--- src/rtl/tacho.sv ---
// rtl/tacho.sv - fan tachometer: gated tach edge counter with CSR result and stall irq
// Optional glitch filter on the tach input is enabled by defining TACHO_FILTER_EN.
module tacho #(
   parameter logic [4:0] BASE_ADDR = 5'h0
) (
   input  logic       clk,
   input  logic       rst,
   input  logic [4:0] csr_a,
   input  logic [7:0] csr_di,
   input  logic       csr_we,
   output logic [7:0] csr_do,
   input  logic       gate_ce,
   input  logic       tach_in,
   output logic       irq
);

   logic        sel_ctrl, sel_stat, sel_rh, sel_rl;
   logic        ctrl_wr, stat_wr;

   logic        sync1_q, sync2_q;
   logic        tach_f, tach_prev_q, edge_pulse;

   logic        en_q, en_d;
   logic        ie_q, ie_d;
   logic [1:0]  scale_q, scale_d;
   logic        valid_q, valid_d;
   logic        stall_q, stall_d;
   logic        ovf_q, ovf_d;
   logic [15:0] result_q, result_d;
   logic [15:0] edge_cnt_q, edge_cnt_d;
   logic [2:0]  win_q, win_d;
   logic        irq_q, irq_d;

   logic [2:0]  win_last;
   logic        win_end;
   logic [16:0] edge_sum;
   logic [15:0] edge_sat;
   logic [2:0]  stat_clr;

   assign sel_ctrl = (csr_a == BASE_ADDR);
   assign sel_stat = (csr_a == BASE_ADDR + 5'd1);
   assign sel_rh   = (csr_a == BASE_ADDR + 5'd2);
   assign sel_rl   = (csr_a == BASE_ADDR + 5'd3);
   assign ctrl_wr  = csr_we & sel_ctrl;
   assign stat_wr  = csr_we & sel_stat;

   always_ff @(posedge clk) begin
      if (rst) begin
         sync1_q     <= 1'b0;
         sync2_q     <= 1'b0;
         tach_prev_q <= 1'b0;
      end else begin
         sync1_q     <= tach_in;
         sync2_q     <= sync1_q;
         tach_prev_q <= tach_f;
      end
   end

`ifdef TACHO_FILTER_EN
   // tach_f follows the synchronized input only after 4 stable cycles at the new level
   logic [1:0] stab_q;
   logic       tach_f_q;

   always_ff @(posedge clk) begin
      if (rst) begin
         stab_q   <= 2'd0;
         tach_f_q <= 1'b0;
      end else if (sync2_q != tach_f_q) begin
         if (stab_q == 2'd3) begin
            tach_f_q <= sync2_q;
            stab_q   <= 2'd0;
         end else begin
            stab_q <= stab_q + 2'd1;
         end
      end else begin
         stab_q <= 2'd0;
      end
   end

   assign tach_f = tach_f_q;
`else
   assign tach_f = sync2_q;
`endif

   assign edge_pulse = tach_f & ~tach_prev_q;

   assign edge_sum = {1'b0, edge_cnt_q} + {16'd0, edge_pulse};
   assign edge_sat = edge_sum[16] ? 16'hFFFF : edge_sum[15:0];

   always_comb begin
      case (scale_q)
         2'd0:    win_last = 3'd0;
         2'd1:    win_last = 3'd1;
         2'd2:    win_last = 3'd3;
         default: win_last = 3'd7;
      endcase
   end

   // A CTRL write in the window-end cycle suppresses the latch entirely
   assign win_end  = en_q & gate_ce & ~ctrl_wr & (win_q == win_last);
   assign stat_clr = stat_wr ? csr_di[2:0] : 3'd0;

   always_comb begin
      en_d       = en_q;
      ie_d       = ie_q;
      scale_d    = scale_q;
      result_d   = result_q;
      valid_d    = valid_q & ~stat_clr[0];
      stall_d    = stall_q & ~stat_clr[1];
      ovf_d      = ovf_q   & ~stat_clr[2];
      edge_cnt_d = edge_sat;
      win_d      = win_q + {2'd0, gate_ce};
      irq_d      = stall_q & ie_q;

      if (ctrl_wr) begin
         en_d    = csr_di[7];
         ie_d    = csr_di[6];
         scale_d = csr_di[1:0];
      end

      if (!en_q || ctrl_wr) begin
         edge_cnt_d = 16'd0;
         win_d      = 3'd0;
      end else if (win_end) begin
         edge_cnt_d = 16'd0;
         win_d      = 3'd0;
         result_d   = edge_sat;
         valid_d    = 1'b1;
         if (edge_sat == 16'hFFFF) ovf_d = 1'b1;
         if (edge_sat == 16'd0) stall_d = 1'b1;
      end
   end

   always_ff @(posedge clk) begin
      if (rst) begin
         en_q       <= 1'b0;
         ie_q       <= 1'b0;
         scale_q    <= 2'd0;
         valid_q    <= 1'b0;
         stall_q    <= 1'b0;
         ovf_q      <= 1'b0;
         result_q   <= 16'd0;
         edge_cnt_q <= 16'd0;
         win_q      <= 3'd0;
         irq_q      <= 1'b0;
      end else begin
         en_q       <= en_d;
         ie_q       <= ie_d;
         scale_q    <= scale_d;
         valid_q    <= valid_d;
         stall_q    <= stall_d;
         ovf_q      <= ovf_d;
         result_q   <= result_d;
         edge_cnt_q <= edge_cnt_d;
         win_q      <= win_d;
         irq_q      <= irq_d;
      end
   end

   assign irq = irq_q;

   always_comb begin
      csr_do = 8'h00;
      if (sel_ctrl)
         csr_do = {en_q, ie_q, 4'b0000, scale_q};
      else if (sel_stat)
         csr_do = {5'b00000, ovf_q, stall_q, valid_q};
      else if (sel_rh)
         csr_do = result_q[15:8];
      else if (sel_rl)
         csr_do = result_q[7:0];
   end

endmodule

--- config.mk ---
export PLATFORM = sky130hd
export DESIGN_NAME = tacho
export DESIGN_NICKNAME = d
export VERILOG_FILES = /design/src/rtl/tacho.sv
export SDC_FILE = /design/constraint.sdc
export NUM_CORES = 1
export LEC_CHECK = 0
export ABC_AREA = 1
export CELL_PAD_IN_SITES_DETAIL_PLACEMENT = 1
export CELL_PAD_IN_SITES_GLOBAL_PLACEMENT = 1
export CORE_ASPECT_RATIO = 0.8
export CORE_UTILIZATION = 40
export CTS_CLUSTER_SIZE = 24
export DETAILED_ROUTE_END_ITERATION = 8
export PLACE_DENSITY_LB_ADDON = 0.1
export SYNTH_ARGS = -nofsm -noshare
export SYNTH_HDL_FRONTEND = slang
export SYNTH_SLANG_ARGS = --single-unit
--- constraint.sdc ---
create_clock -name clk -period 2 [get_ports clk]
set_input_delay 0.4 -clock clk [delete_from_list [all_inputs] [get_ports clk]]
set_output_delay 0.4 -clock clk [all_outputs]
set_load 0.01 [all_outputs]
==> impl_metrics.toml <==
[status]
outcome = "finished clean"

[floorplanning]
die_x_um = 89.3
rows = 25
dieArea_um2 = 6420
core_um2 = 5910
initial_core_util = 0.413
io-pin-count = 27
fp.dieH_um = 71.9

[route]
vias_per_cell = 5.07
finalWirelength_um = 8350
wire_per_inst_um = 16.2
drt_iter0_markers = 120
final_antenna_net_count = 0
dr.pass1.iters = 4
drc = 0
num_vias = 2608

[setup_path]
cp_top_family = "simple AND/OR/NAND/NOR gates"
critPathMaxStageDelay_ns = 0.33
crit_required_ns = 2.23
cpMaxStageDelayCell = "dfxtp_2"
worst-path-buf-inv = 1
arrival_ns = 2.23
crit_type = "flop to flop"
path_cells = "inv_2 -> nor2_4 -> ha_4 -> ha_4 -> nand2_4 -> nor2_4 -> nand2_4 -> nor2_4 -> nand2_2 -> nand3_2 -> nand2_1 -> nor2_1 -> nand2_1 -> nor2_2 -> nor2_1 -> nor2_1"
crit_path_max_fanout = 4
reg2reg_depth = 16
crit_path_end_kind = "flop"
startpoint_type = "flop"
cp.depth = 16

[clock_network]
cts.clk_slew.worst_paths_ns = 0.08
htree_levels = 2
clockBufferDepth = 2
cts_sinks = 46
cts_inserted_buffers = 5
cts_tree = "built"
clk_latency_ns = 0.30
cts_root_buf = "clkbuf_8"

[sta]
drv_slew = 0
grt_setup_unrepaired = "yes"
hold_viol = 0
setup_viol = 0
tightest_slew_ns = 0.478
post-route-period-util = 0.997
slew_headroom = 0.681
fin_ws_ns = 0.00507
layout_min_cycle_time_ns = 1.99
hold_slack_ns = 0.418
max_freq_ghz = 0.501
skew_ns = 0.00824
tns_ns = 0

[global_routing]
grt_max_degree = 20
antenna_found_initial = 0
gr-total-overflow = 0
grt_usage = 0.269
grt_pass1_wl_um = 12900
grt_pass1_vias = 2666

[synth]
synth_warnings = 0
syn-cell-area_um2 = 2440
synth_fp_nets = 379
syn_area_per_cell_um2 = 6.83
synth_cell_type_count = 31
ys_ff_latch = 46
ys_seq_area_frac = 0.377
synthCells = 357

[finish]
nFillCells = 747
fin_nets = 454
antenna_cells = 0
drive_gt1_frac = 0.282
instances_no_fill = 514
syn2layout_area_growth_pct = 40.9

[hold_path]
min_path_cells = 2
hp-class = "flop to flop"

[run]
cap_viol_max_count = 0

[placed_design]
gp_congestion = 0.885
placed_cells = 496
dpl_worst_slack_ns = -0.606
dpl.hpwl_um = 6000
portBuffers = 23

[power_and_ir_drop]
ir_worst_vdd_uv = 438
power.leakage_nw = 1.47
power_density_nw_per_um2 = 546
cells in the mapped netlist (all sizes together):
library cell	count	area, um^2
a211oi	2	15.0
inv	61	229
o221ai	3	26.3
o2111ai	2	17.5
nor3	2	15.0
xnor2	2	17.5
o21bai	3	22.5
nand4	7	43.8
buf	5	40.0
nand3	25	130
nand2	71	292
a21oi	25	125
a31oi	1	6.26
clkbuf	2	7.51
xor2	4	35.0
nor2	69	328
ha	4	50.1
o21ai	20	100
o22ai	3	18.8
dfxtp	46	921
cells in the final DEF, fill, tap and decap left out, types with 10 or more instances in the layout:
cell type / synthesis / final
a21oi_1: 25 / 25
nand2_2: 4 / 11
inv_1: 57 / 56
nor2_4: 5 / 11
nor2_1: 57 / 49
clkdlybuf4s50_1: 0 / 10
o21ai_0: 19 / 19
dfxtp_1: 46 / 45
nand3_1: 24 / 19
buf_4: 1 / 46
nand2_1: 65 / 55
per-layer routing:
layer	global-route usage	share of wire	vias to the layer above
li1	-	-	1283
met1	0.355	0.46	1267
met2	0.452	0.49	42
met3	0.0507	0.032	16
met4	0.0653	0.019	0
met5	0	0	-
worst reg2reg max path, cell delays in order (launching register included):
cell and delay, ns:
dfxtp_2 0.33, inv_2 0.05, nor2_4 0.09, ha_4 0.15, ha_4 0.16, nand2_4 0.06
nor2_4 0.18, nand2_4 0.12, nor2_4 0.12, nand2_2 0.09, nand3_2 0.08, nand2_1 0.07
nor2_1 0.09, nand2_1 0.09, nor2_2 0.09, nor2_1 0.05, nor2_1 0.11
report_power, final:
group	switching [mW]	internal, mW	total [mW]
logic	0.0522	0.0472	0.0995
clock network	0.322	0.533	0.855
registers	0.00316	0.920	0.923
path summary, 6_finish.rpt:
path                            startpoint      end  slack (ns)
worst min-delay path               sync1_q  sync2_q        0.42
worst min register to register     sync1_q  sync2_q        0.42
worst max-delay path               sync2_q    ovf_q       0.005
worst max register to register     sync2_q    ovf_q       0.005
cell families after synthesis:
kind of cell    count (synthesis)  synth area share
compound gates                 59             0.136
xor+xnor                        6            0.0215
fa+ha+maj                       4            0.0205
buf+inv                        68             0.113
flops                          46             0.377
simple gates                  174             0.331
metrics by stage:
step / utilization / total power, mW / instance area (um^2)
floorplan: - / 0.973 / 2440
global placement: 0.523 / 1.03 / 3090
detailed placement: 0.523 / 1.03 / 3090
CTS: 0.571 / 1.88 / 3380
global route: 0.582 / 1.94 / 3440
finish: 0.582 / 1.88 / 3440
registers in the layout, indices dropped and copies added (netlist names):
name,flops
en_q,1
result_q,16
stall_q,1
scale_q,2
edge_cnt_q,16
sync2_q,1
irq,1
ovf_q,1
sync1_q,1
win_q,3
ie_q,1
tach_prev_q,1
valid_q,1
layout make-up:
type / count / area, um^2 / area share
multi-input combinational: 243 / 1420 / 0.412
timing repair buffer: 75 / 628 / 0.183
inverter: 61 / 229 / 0.0666
sequential: 46 / 922 / 0.268
clock inverter: 2 / 60.1 / 0.0175
tap: 81 / 101 / 0.0295
clock buffer: 6 / 82.6 / 0.0240
repair_timing:
| item | CTS | global route |
|---|---|---|
| gates cloned | 0 | 0 |
| pin swaps | 21 | 17 |
| hold buffers | 0 | 0 |
| buffers inserted | 8 | 2 |
| endpoints found under the setup margin | 14 | 20 |
| resized for setup | 57 | 24 |
No activity file was read; power rests on OpenSTA's default activity.
